File: src/rtl/led_seq_ctrl.sv
// Step sequencer for a bar-graph LED display: free-running wrap or bounce
// sequencing with a prescaler, plus single-stepping from a pushbutton while idle.
module led_seq_ctrl #(
    parameter int DIV      = 5000000,
    parameter int MAX_STEP = 8
) (
    input  logic       clk,
    input  logic       rst,
    input  logic       en,
    input  logic       dir,
    input  logic       mode,
    input  logic       step_btn,
    output logic [3:0] step,
    output logic       dir_out,
    output logic       tick,
    output logic       wrap
);

    typedef enum logic [1:0] {
        ST_IDLE = 2'd0,
        ST_UP   = 2'd1,
        ST_DOWN = 2'd2
    } state_t;

    localparam logic [23:0] DIV_LAST = 24'(DIV - 1);
    localparam logic [3:0]  MAX_S    = 4'(MAX_STEP);

    state_t      state_q, state_d;
    logic [1:0]  en_sync_q, dir_sync_q, mode_sync_q, btn_sync_q;
    logic        btn_prev_q;
    logic [23:0] div_cnt_q, div_cnt_d;
    logic [3:0]  step_q, step_d;
    logic        tick_q, tick_d;
    logic        wrap_q, wrap_d;

    logic        en_s, dir_s, mode_s, btn_s;
    logic        btn_rise_s, run_s, adv_evt_s, single_s, adv_up_s, bounce_s;
    logic [5:0]  adv_res_s;
    logic        adv_rev_s, adv_wrap_s;
    logic [3:0]  adv_step_s;

    // One advance from cur: returns {reverse, wrap, new_step}. A bounce from an
    // end-point already reached reverses and steps inward in the same advance.
    function automatic logic [5:0] step_advance(input logic up, input logic bounce,
                                                input logic [3:0] cur);
        logic [5:0] res;
        res = {1'b0, 1'b0, cur};
        if (bounce) begin
            if (up) begin
                if (cur >= MAX_S)             res = {1'b1, 1'b1, MAX_S - 4'd1};
                else if (cur == MAX_S - 4'd1) res = {1'b1, 1'b1, MAX_S};
                else                          res = {1'b0, 1'b0, cur + 4'd1};
            end else begin
                if (cur == 4'd0)              res = {1'b1, 1'b1, 4'd1};
                else if (cur == 4'd1)         res = {1'b1, 1'b1, 4'd0};
                else                          res = {1'b0, 1'b0, cur - 4'd1};
            end
        end else begin
            if (up) begin
                if (cur >= MAX_S)             res = {1'b0, 1'b1, 4'd0};
                else                          res = {1'b0, 1'b0, cur + 4'd1};
            end else begin
                if (cur == 4'd0)              res = {1'b0, 1'b1, MAX_S};
                else                          res = {1'b0, 1'b0, cur - 4'd1};
            end
        end
        return res;
    endfunction

    assign en_s       = en_sync_q[1];
    assign dir_s      = dir_sync_q[1];
    assign mode_s     = mode_sync_q[1];
    assign btn_s      = btn_sync_q[1];
    assign btn_rise_s = btn_s & ~btn_prev_q;
    assign run_s      = (state_q == ST_UP) || (state_q == ST_DOWN);
    assign adv_evt_s  = run_s && en_s && (div_cnt_q == DIV_LAST);
    assign single_s   = (state_q == ST_IDLE) && btn_rise_s;
    assign adv_up_s   = (state_q == ST_IDLE) ? dir_s : (state_q == ST_UP);
    assign bounce_s   = run_s && mode_s;
    assign adv_res_s  = step_advance(adv_up_s, bounce_s, step_q);
    assign adv_rev_s  = adv_res_s[5];
    assign adv_wrap_s = adv_res_s[4];
    assign adv_step_s = adv_res_s[3:0];

    // Two-flop synchronizers and button edge-detect history.
    always_ff @(posedge clk or posedge rst) begin
        if (rst) begin
            en_sync_q   <= 2'b00;
            dir_sync_q  <= 2'b00;
            mode_sync_q <= 2'b00;
            btn_sync_q  <= 2'b00;
            btn_prev_q  <= 1'b0;
        end else begin
            en_sync_q   <= {en_sync_q[0], en};
            dir_sync_q  <= {dir_sync_q[0], dir};
            mode_sync_q <= {mode_sync_q[0], mode};
            btn_sync_q  <= {btn_sync_q[0], step_btn};
            btn_prev_q  <= btn_s;
        end
    end

    // State register.
    always_ff @(posedge clk or posedge rst) begin
        if (rst) begin
            state_q <= ST_IDLE;
        end else begin
            state_q <= state_d;
        end
    end

    // Next-state logic; dropping en always wins over a coincident advance.
    always_comb begin
        state_d = state_q;
        case (state_q)
            ST_IDLE: begin
                if (en_s) state_d = dir_s ? ST_UP : ST_DOWN;
                else      state_d = ST_IDLE;
            end
            ST_UP, ST_DOWN: begin
                if (!en_s) begin
                    state_d = ST_IDLE;
                end else if (mode_s) begin
                    if (adv_evt_s && adv_rev_s) state_d = (state_q == ST_UP) ? ST_DOWN : ST_UP;
                    else                        state_d = state_q;
                end else begin
                    state_d = dir_s ? ST_UP : ST_DOWN;
                end
            end
            default: state_d = ST_IDLE;
        endcase
    end

    // Prescaler and step update; tick/wrap are registered with the new step.
    always_comb begin
        div_cnt_d = 24'd0;
        step_d    = step_q;
        tick_d    = 1'b0;
        wrap_d    = 1'b0;
        if (run_s && en_s) begin
            if (div_cnt_q == DIV_LAST) div_cnt_d = 24'd0;
            else                       div_cnt_d = div_cnt_q + 24'd1;
        end else begin
            div_cnt_d = 24'd0;
        end
        if (adv_evt_s || single_s) begin
            step_d = adv_step_s;
            tick_d = 1'b1;
            wrap_d = adv_wrap_s;
        end else begin
            step_d = step_q;
            tick_d = 1'b0;
            wrap_d = 1'b0;
        end
    end

    // Datapath registers.
    always_ff @(posedge clk or posedge rst) begin
        if (rst) begin
            div_cnt_q <= 24'd0;
            step_q    <= 4'd0;
            tick_q    <= 1'b0;
            wrap_q    <= 1'b0;
        end else begin
            div_cnt_q <= div_cnt_d;
            step_q    <= step_d;
            tick_q    <= tick_d;
            wrap_q    <= wrap_d;
        end
    end

    // Direction output: idle mirrors the synchronized switch.
    always_comb begin
        dir_out = 1'b0;
        case (state_q)
            ST_UP:   dir_out = 1'b1;
            ST_DOWN: dir_out = 1'b0;
            ST_IDLE: dir_out = dir_s;
            default: dir_out = 1'b0;
        endcase
    end

    assign step = step_q;
    assign tick = tick_q;
    assign wrap = wrap_q;

endmodule

File: config.mk
export PLATFORM = sky130hd
export DESIGN_NAME = led_seq_ctrl
export DESIGN_NICKNAME = d
export VERILOG_FILES = /design/src/rtl/led_seq_ctrl.sv
export SDC_FILE = /design/constraint.sdc
export NUM_CORES = 1
export LEC_CHECK = 0
export ABC_AREA = 1
export BUFFER_PORTS_ARGS = -buffer_cell sky130_fd_sc_hd__buf_4
export CAP_MARGIN = 20
export CORE_MARGIN = 3
export CORE_UTILIZATION = 51
export CTS_BUF_LIST = sky130_fd_sc_hd__clkbuf_4 sky130_fd_sc_hd__clkbuf_8
export DETAILED_ROUTE_END_ITERATION = 7
export PLACE_DENSITY = 0.68
export SLEW_MARGIN = 30
export SYNTH_ARGS = -nofsm -noshare
export SYNTH_HDL_FRONTEND = slang
export SYNTH_SLANG_ARGS = --single-unit
File: constraint.sdc
create_clock -name clk -period 3 [get_ports clk]
set_input_delay 0.3 -clock clk [delete_from_list [all_inputs] [get_ports clk]]
set_output_delay 0.3 -clock clk [all_outputs]
set_load 0.01 [all_outputs]
==> results of run 1 <==
## through the flow
| stage | util | setup slack, ps |
|---|---|---|
| detailed placement | 0.587 | 1140 |
| finish | 0.608 | 1140 |
| global placement | 0.587 | 1250 |
| global route | 0.608 | 986 |
| floorplan | - | 1500 |
| CTS | 0.608 | 1130 |
## how the worst max path moves through the flow
stage / startpoint / endpoint / slack, ps / cells after the start
final: state_q[0] / wrap / 1140 / 7
after global routing: state_q[0] / step[2] / 990 / 8
after CTS: state_q[0] / step[2] / 1130 / 8
after detailed placement: state_q[0] / step[2] / 1140 / 8
after global placement: step[0] / state_q[1] / 1250 / 9
after floorplan: step[0] / state_q[0] / 1500 / 10
## synthesized netlist by cell type (all sizes together)
| cell | instances | area share |
|---|---|---|
| a21oi | 11 | 0.022 |
| and2 | 2 | 0.0050 |
| buf | 1 | 0.0030 |
| clkbuf | 1 | 0.0015 |
| dfrtp | 41 | 0.41 |
| ha | 7 | 0.035 |
| inv | 41 | 0.062 |
| nand2 | 108 | 0.17 |
| nand3 | 31 | 0.068 |
| nand3b | 1 | 0.0030 |
| nand4 | 4 | 0.013 |
| nor2 | 69 | 0.12 |
| nor3 | 11 | 0.029 |
| nor3b | 1 | 0.0050 |
| o211ai | 1 | 0.0030 |
| o21a | 1 | 0.0030 |
| o21ai | 9 | 0.018 |
| o22ai | 1 | 0.0025 |
| or2 | 2 | 0.0050 |
| xnor2 | 1 | 0.0035 |
| xor2 | 4 | 0.014 |
## cell families after synthesis
family                   after synthesis  share of synthesized area
flip-flops                            41                      0.411
adder cells (fa/ha/maj)                7                     0.0351
buffers and inverters                 43                     0.0662
XOR/XNOR                               5                     0.0175
AND/OR/NAND/NOR                      229                      0.422
AO/OA/AOI/OAI                         23                     0.0486
## critical path, cell delays in order (launching register included)
cell	delay, ps
dfrtp_1	410
inv_1	60
ha_1	340
nand2_1	310
inv_1	210
nand4_2	200
nand2_4	140
o21a_1	120
## flip-flops by register name, indices dropped and copies added, names as in the netlist
| register | count |
|---|---|
| btn_prev_q | 1 |
| btn_sync_q | 2 |
| dir_sync_q | 2 |
| div_cnt_q | 24 |
| en_sync_q | 2 |
| mode_sync_q | 2 |
| state_q | 2 |
| step | 4 |
| tick | 1 |
| wrap | 1 |
## layer usage
metal,up-vias,global-route usage,routed length (microns)
li1,1125,-,-
met1,1004,0.296,2750
met2,47,0.306,2270
met3,7,0.0403,271
met4,0,0.0543,62
met5,-,0,0
## power by group
group / switching [W] / internal, W / total (W)
Sequential: 0.0000904 / 0.000605 / 0.000695
Clock: 0.000213 / 0.000170 / 0.000382
Combinational: 0.000467 / 0.000270 / 0.000737
Total: 0.000770 / 0.00104 / 0.00181
## layout make-up
cell class	count	area (sq um)	share of cell area
clock buffer	5	68.8	0.0250
clock inverter	3	25.0	0.00907
inverter	41	154	0.0558
multi-input combinational	264	1310	0.473
sequential	41	1030	0.372
tap	65	81.3	0.0295
timing repair buffer	13	97.6	0.0354
==> impl_metrics.toml, run 1 <==
[outcome]
outcome = "completed"

[detailed_routing]
drt_iter0_drc = 150
ant_nets = 0
vias = 2183
wl_per_cell_microns = 12.4
drc = 0
viasPerCell = 5.05
drt_wl_total_mm = 5.35
firstDrtPassIters = 4

[timing]
tightest_slew_ps = 622
whs_ps = 77.5
relSlewSlack = 0.585
min_period_over_period = 0.620
hold_violations = 0
timing.final.max_slew_violations = 0
setup_viol = 0
max_freq_mhz = 538
tns_ps = 0
skew_ps = 4.54
rsz0062_at_grt = "false"
finalCriticalPeriod_ps = 1860

[worst_setup_path]
path_max_fanout = 12
crit_path_end_kind = "flop"
critPathLaunchType = "flop"
cp_data_required_time_ps = 3240
r2r_end = "wrap"
crit_arrival_ps = 2100
worstSetupPathType = "reg -> reg"
r2r-start = "state_q[0]"
r2r_slack_ps = 1140
rr_worst_depth = 7

[cts]
numCtsBuffers = 5
cts_buffer_depth = 2
cts_tree = "built"
cts.repair.resized = 0
clockRootBuffer = "clkbuf_8"
clock_latency_ps = 300
postCtsSetupBuffers = 0
path_clk_slew_ps = 80
cts_sinks = 41
ctsHoldBuffers = 0
htreeDepth = 2

[global_routing]
grt_start_max_net_pins = 31
grt_pass1_vias = 2013
grt_pass1_wl_mm = 9.48
track_usage = 0.202
overflow = 0
antenna_found_initial = 0

[synthesis]
yosysWarnings = 0
ys_seq_area_frac = 0.411
syn_area_per_cell_sq_um = 7.17
synth_cell_types = 30
synth_nets = 361
syn_area_sq_um = 2500
synthesis.instances = 348
ys_ff_latch = 41

[die]
die_area_sq_um = 5770
io_pins = 13
fp-row-count = 24
die_h_microns = 76.0
core_area_sq_um = 4530
initial_utilization = 0.550
fp.dieW_microns = 76.0

[power_and_ir_drop]
p_leak_nw = 1.29
ir_worst_vdd_mv = 0.395
p_per_area_nw_per_um2 = 658
finalPower_w = 0.00181

[placement]
dp.final_hpwl_mm = 4.13
dpl_cell_area_sq_um = 2660
place_congestion = 0.908
portBuffers = 12
placedCellCount = 424

[flow_run]
cap_violations = 0

[layout]
area_growth_pct = 10.5
layout_commonest_cell = "nand2_1"
insertedDiodeCount = 0
fillers = 425
final_nets = 379
drive_gt1_frac = 0.128
most-common-layout-cells = "102 x nand2_1, 61 x nor2_1, 41 x dfrtp_1"
instances_no_fill = 432
fin_area_sq_um = 2760

[worst_hold_path]
hp-class = "in -> async"
Note: power is estimated with default switching activity, not from simulation.
==> run 2, diff against run 1 <==
--- a/config.mk
+++ b/config.mk
@@ -5,14 +5,14 @@
 export SDC_FILE = /design/constraint.sdc
 export NUM_CORES = 1
 export LEC_CHECK = 0
-export ABC_AREA = 1
+export ABC_AREA = 0
 export BUFFER_PORTS_ARGS = -buffer_cell sky130_fd_sc_hd__buf_4
 export CAP_MARGIN = 20
 export CORE_MARGIN = 3
 export CORE_UTILIZATION = 51
 export CTS_BUF_LIST = sky130_fd_sc_hd__clkbuf_4 sky130_fd_sc_hd__clkbuf_8
 export DETAILED_ROUTE_END_ITERATION = 7
-export PLACE_DENSITY = 0.68
+export PLACE_DENSITY = 0.69
 export SLEW_MARGIN = 30
 export SYNTH_ARGS = -nofsm -noshare
 export SYNTH_HDL_FRONTEND = slang
==> constraint.sdc (replaced) <==
create_clock -name clk -period 1.95 [get_ports clk]
set_input_delay 0.195 -clock clk [delete_from_list [all_inputs] [get_ports clk]]
set_output_delay 0.195 -clock clk [all_outputs]
set_load 0.01 [all_outputs]
==> impl_metrics.toml, run 2 <==
[placement]
pre_cts_slack_ps = -92.9
portBuffers = 12
dp.final_hpwl_mm = 3.01
placedCellCount = 281
dpl_cell_area_sq_um = 2350
place_congestion = 0.831

[cts]
path_clk_slew_ps = 90
cts_tree = "built"
clockRootBuffer = "clkbuf_8"
numCtsBuffers = 5
cts_buffer_depth = 2
htreeDepth = 2
clock_latency_ps = 300
cts_sinks = 41

[die]
die_area_sq_um = 4980
fp-row-count = 22
fp.dieW_microns = 70.6
die_h_microns = 70.6
initial_utilization = 0.556
core_area_sq_um = 3830
io_pins = 13

[synthesis]
ys_ff_latch = 41
yosysWarnings = 0
synth_ff_type = "dfrtp_1"
synth_edf_count = 0
yosysTopAreaCell = "dfrtp_1"
ys_top_cells_by_area = "dfrtp_1 48%, nor2_1 6.3%, xor2_1 5.8%"
ys_seq_area_frac = 0.482
synth_common_cells = "41 x dfrtp_1, 36 x nor2_1, 14 x xor2_1"
syn_area_sq_um = 2130
async_flop_share = 1.00
synthesis.instances = 216
synth_nets = 229
yosysMostFrequentCell = "dfrtp_1"
synth.top_cell.area_share = 0.482
synth_cell_types = 45
syn_area_per_cell_sq_um = 9.85

[layout]
final_nets = 267
most-common-layout-cells = "39 x dfrtp_1, 36 x nor2_1, 30 x buf_4"
fillers = 272
insertedDiodeCount = 0
area_growth_pct = 26.1
fin_area_sq_um = 2680
top_register = "div_cnt_q"
drive_gt1_frac = 0.251
largest_reg_flops = 24
utilization = 0.701
layout_commonest_cell = "dfrtp_1"
instances_no_fill = 303

[worst_setup_path]
critPathLaunchType = "flop"
rr_worst_depth = 5
cp_data_required_time_ps = 2140
path_max_fanout = 3
crit_path_start = "div_cnt_q[16]"
worstSetupPathType = "reg -> reg"
crit_path_end_kind = "flop"
r2r_end = "state_q[0]"
r2r-start = "div_cnt_q[16]"
crit_arrival_ps = 2120
r2r_slack_ps = 20

[power_and_ir_drop]
ir_worst_vdd_mv = 0.804
p_per_area_nw_per_um2 = 1170
finalPower_w = 0.00315
p_leak_nw = 1.15

[timing]
finalCriticalPeriod_ps = 1930
relSlewSlack = 0.580
tightest_slew_ps = 625
setup_ws_ps = 22.3
min_period_over_period = 0.989
max_freq_mhz = 519
setup_viol = 0
rsz0062_at_grt = "true"
hold_violations = 0
skew_ps = 14.2
timing.final.max_slew_violations = 0

[global_routing]
antenna_found_initial = 0
grt_pass1_wl_mm = 7.47
grt_start_max_net_pins = 42
grt_pass1_vias = 1701
overflow = 0
track_usage = 0.186

[flow_run]
cap_violations = 0

[detailed_routing]
viasPerCell = 5.67
wl_per_cell_microns = 15.0
vias = 1718
ant_nets = 0
drc = 0
firstDrtPassIters = 4
drt_wl_total_mm = 4.55
drt_iter0_drc = 128

[worst_hold_path]
hp-class = "in -> async"

[outcome]
outcome = "completed"
-- run 2: worst max path at each step --
stage / to / cells after the start
final: state_q[0] / 5
after global routing: state_q[0] / 7
after CTS: step[0] / 8
after detailed placement: step[0] / 8
after global placement: step[0] / 8
after floorplan: step[0] / 8
-- run 2: cell families after synthesis --
kind of cell,synth area share
simple gates,0.242
mux,0.0217
flops,0.482
compound gates,0.0923
buf+inv,0.0306
fa+ha+maj,0.0412
xor+xnor,0.0905
-- run 2: area by class of cell --
| cell class | count | area (sq um) | area share |
|---|---|---|---|
| inverter | 10 | 37.5 | 0.0140 |
| clock buffer | 6 | 82.6 | 0.0308 |
| clock inverter | 2 | 37.5 | 0.0140 |
| multi-input combinational | 159 | 1140 | 0.423 |
| tap | 48 | 60.1 | 0.0224 |
| timing repair buffer | 37 | 302 | 0.112 |
| sequential | 41 | 1030 | 0.383 |
-- run 2: report_power, final --
part / internal, W / switching [W] / total, W
clock: 0.000416 / 0.000296 / 0.000712
combinational: 0.000677 / 0.000705 / 0.00138
sequential: 0.000936 / 0.000123 / 0.00106
total: 0.00203 / 0.00112 / 0.00315
-- run 2: metrics by stage --
| stage | hold slack [ps] | setup TNS [ps] |
|---|---|---|
| final | 13.1 | 0 |
| after detailed placement | 306 | -92.9 |
| after global placement | 306 | 0 |
| after global routing | 76.3 | -116 |
| after floorplan | 226 | 0 |
| after CTS | 35.2 | -7.09 |
-- run 2: what timing repair did --
action                                  CTS  global route
resized for setup                         4            16
cloned                                    0             1
endpoints found under the setup margin    1             7
hold buffers                              4             0
buffers inserted                          0             9
pin swaps                                 0             3
endpoints found under the hold margin     4             0
-- run 2: worst max-delay path, stage by stage (launching register included) --
cell and delay [ps]:
dfrtp_1 400, nand4bb_4 250, nor4_4 310, nand4_1 200, o2111ai_2 330, mux2_4 330
-- run 2: layer usage --
layer	GRT usage	routed length, microns	share of wire
met1	0.238	2000	0.44
met2	0.315	2250	0.49
met3	0.0469	225	0.049
met4	0.0543	74	0.016
met5	0	0	0
==> run 3, diff against run 2 <==
--- a/config.mk
+++ b/config.mk
@@ -5,14 +5,16 @@
 export SDC_FILE = /design/constraint.sdc
 export NUM_CORES = 1
 export LEC_CHECK = 0
-export ABC_AREA = 0
+export ABC_AREA = 1
 export BUFFER_PORTS_ARGS = -buffer_cell sky130_fd_sc_hd__buf_4
 export CAP_MARGIN = 20
+export CELL_PAD_IN_SITES_DETAIL_PLACEMENT = 1
+export CELL_PAD_IN_SITES_GLOBAL_PLACEMENT = 1
 export CORE_MARGIN = 3
-export CORE_UTILIZATION = 51
+export CORE_UTILIZATION = 46
 export CTS_BUF_LIST = sky130_fd_sc_hd__clkbuf_4 sky130_fd_sc_hd__clkbuf_8
 export DETAILED_ROUTE_END_ITERATION = 7
-export PLACE_DENSITY = 0.69
+export PLACE_DENSITY_LB_ADDON = 0.1
 export SLEW_MARGIN = 30
 export SYNTH_ARGS = -nofsm -noshare
 export SYNTH_HDL_FRONTEND = slang
==> impl_metrics.toml, run 3 (same netlist as run 1, synthesis figures left out) <==
[timing]
hold_violations = 0
skew_ps = 4.76
finalCriticalPeriod_ps = 1740
timing.final.max_slew_violations = 0
tns_ps = 0
rsz0062_at_grt = "false"
setup_viol = 0
whs_ps = 46.4
tightest_slew_ps = 512
relSlewSlack = 0.659
setup_ws_ps = 215
min_period_over_period = 0.890
max_freq_mhz = 576

[placement]
portBuffers = 12
pre_cts_slack_ps = 203
placedCellCount = 431
dp.final_hpwl_mm = 5.05
place_congestion = 0.889

[layout]
instances_no_fill = 443
multi_input_area_sq_um = 1310
layout_commonest_cell = "nand2_1"
top_register = "div_cnt_q"
final_nets = 385
drive_gt1_frac = 0.129
most-common-layout-cells = "102 x nand2_1, 61 x nor2_1, 41 x dfrtp_1"
fillers = 683
largest_reg_flops = 24
insertedDiodeCount = 0
register_area_sq_um = 1030
area_growth_pct = 13.8

[detailed_routing]
ant_nets = 0
viasPerCell = 5.22
drt_wl_total_mm = 6.57
wl_per_cell_microns = 14.8
vias = 2311
firstDrtPassIters = 4
drt_iter0_drc = 102
drc = 0

[worst_setup_path]
r2r_end = "step[1]"
crit_chain = "inv_1, ha_1, inv_1, nand2_1, nand2_1, nand2_1, o21ai_1, nand2_1, nand2_1, nand2_1, nand2_1"
r2r-start = "state_q[0]"
rr_worst_depth = 11
cpMaxStageDelayCell = "dfrtp_1"
max_stage_delay_ps = 400
path_max_fanout = 5
crit_path_end_kind = "flop"
r2r_slack_ps = 210
cpLargestDelayFamily = "simple AND/OR/NAND/NOR gates"
cp_data_required_time_ps = 2190
critPathBufInv = 2
worstSetupPathType = "reg -> reg"
critPathLaunchType = "flop"
crit_arrival_ps = 1980
cpMostUsedCell = "nand2_1"

[cts]
cts_sinks = 41
cts_tree = "built"
clock_latency_ps = 300
clockRootBuffer = "clkbuf_8"
htreeDepth = 2
numCtsBuffers = 5
cts_buffer_depth = 2
path_clk_slew_ps = 80

[die]
fp-row-count = 26
initial_utilization = 0.483
io_pins = 13
fp.dieW_microns = 79.7
die_area_sq_um = 6350
die_h_microns = 79.7
core_area_sq_um = 5170

[global_routing]
grt_use_met2 = 0.384
grt_pass1_wl_mm = 11.5
overflow = 0
grt_start_max_net_pins = 42
antenna_found_initial = 0
use_met3 = 0.0372
track_usage = 0.229
top_usage_layer = "met2"
grtUsageMet1 = 0.312
grt_pass1_vias = 2483

[power_and_ir_drop]
ir_worst_vdd_mv = 0.514
p_per_area_nw_per_um2 = 1050
finalPower_w = 0.00298
p_leak_nw = 1.33

[worst_hold_path]
hp-class = "in -> async"

[outcome]
outcome = "completed"

[flow_run]
cap_violations = 0
## run 3: area by class of cell
class,instances,share of cell area
Multi-Input combinational cell,264,0.459
Sequential cell,41,0.361
Inverter,41,0.0542
Timing Repair Buffer,19,0.0537
Tap cell,70,0.0308
Clock buffer,5,0.0242
Clock inverter,3,0.0163
## run 3: timing repair
item | 4_1_cts | 5_1_grt
endpoints found under the hold margin | 4 | 0
buffers inserted | 0 | 0
hold buffers | 4 | 0
resized for setup | 0 | 1
endpoints found under the setup margin | 0 | 1
## run 3: worst max-delay path by stage
stage,startpoint,to,slack (ps),cells past startpoint
floorplan,step[0],state_q[0],450,10
global placement,state_q[0],wrap,240,7
detailed placement,state_q[0],wrap,200,7
CTS,state_q[0],step[1],140,11
global route,state_q[0],step[3],10,12
finish,state_q[0],step[1],210,11
## run 3: worst min-delay path: cells and delay by family
kind	cells	cell delay [ps]
buffers and inverters	3	600
## run 3: report_power, final
group	leakage, nW	internal [W]	switching, W
Clock	0.0543	0.000383	0.000309
Combinational	0.732	0.000444	0.000789
Sequential	0.544	0.000931	0.000120
## run 3: through the flow
stage,instance area [sq um],util
after floorplan,2500,-
after global placement,2690,0.519
after detailed placement,2690,0.519
after CTS,2840,0.549
after global routing,2840,0.549
final,2840,0.549
## run 3: per-layer routing
metal | routed length, microns | share of wire | vias up
met5 | 0 | 0 | -
met4 | 82 | 0.012 | 0
met3 | 153 | 0.023 | 10
met2 | 3200 | 0.49 | 29
met1 | 3140 | 0.48 | 1133
li1 | - | - | 1139
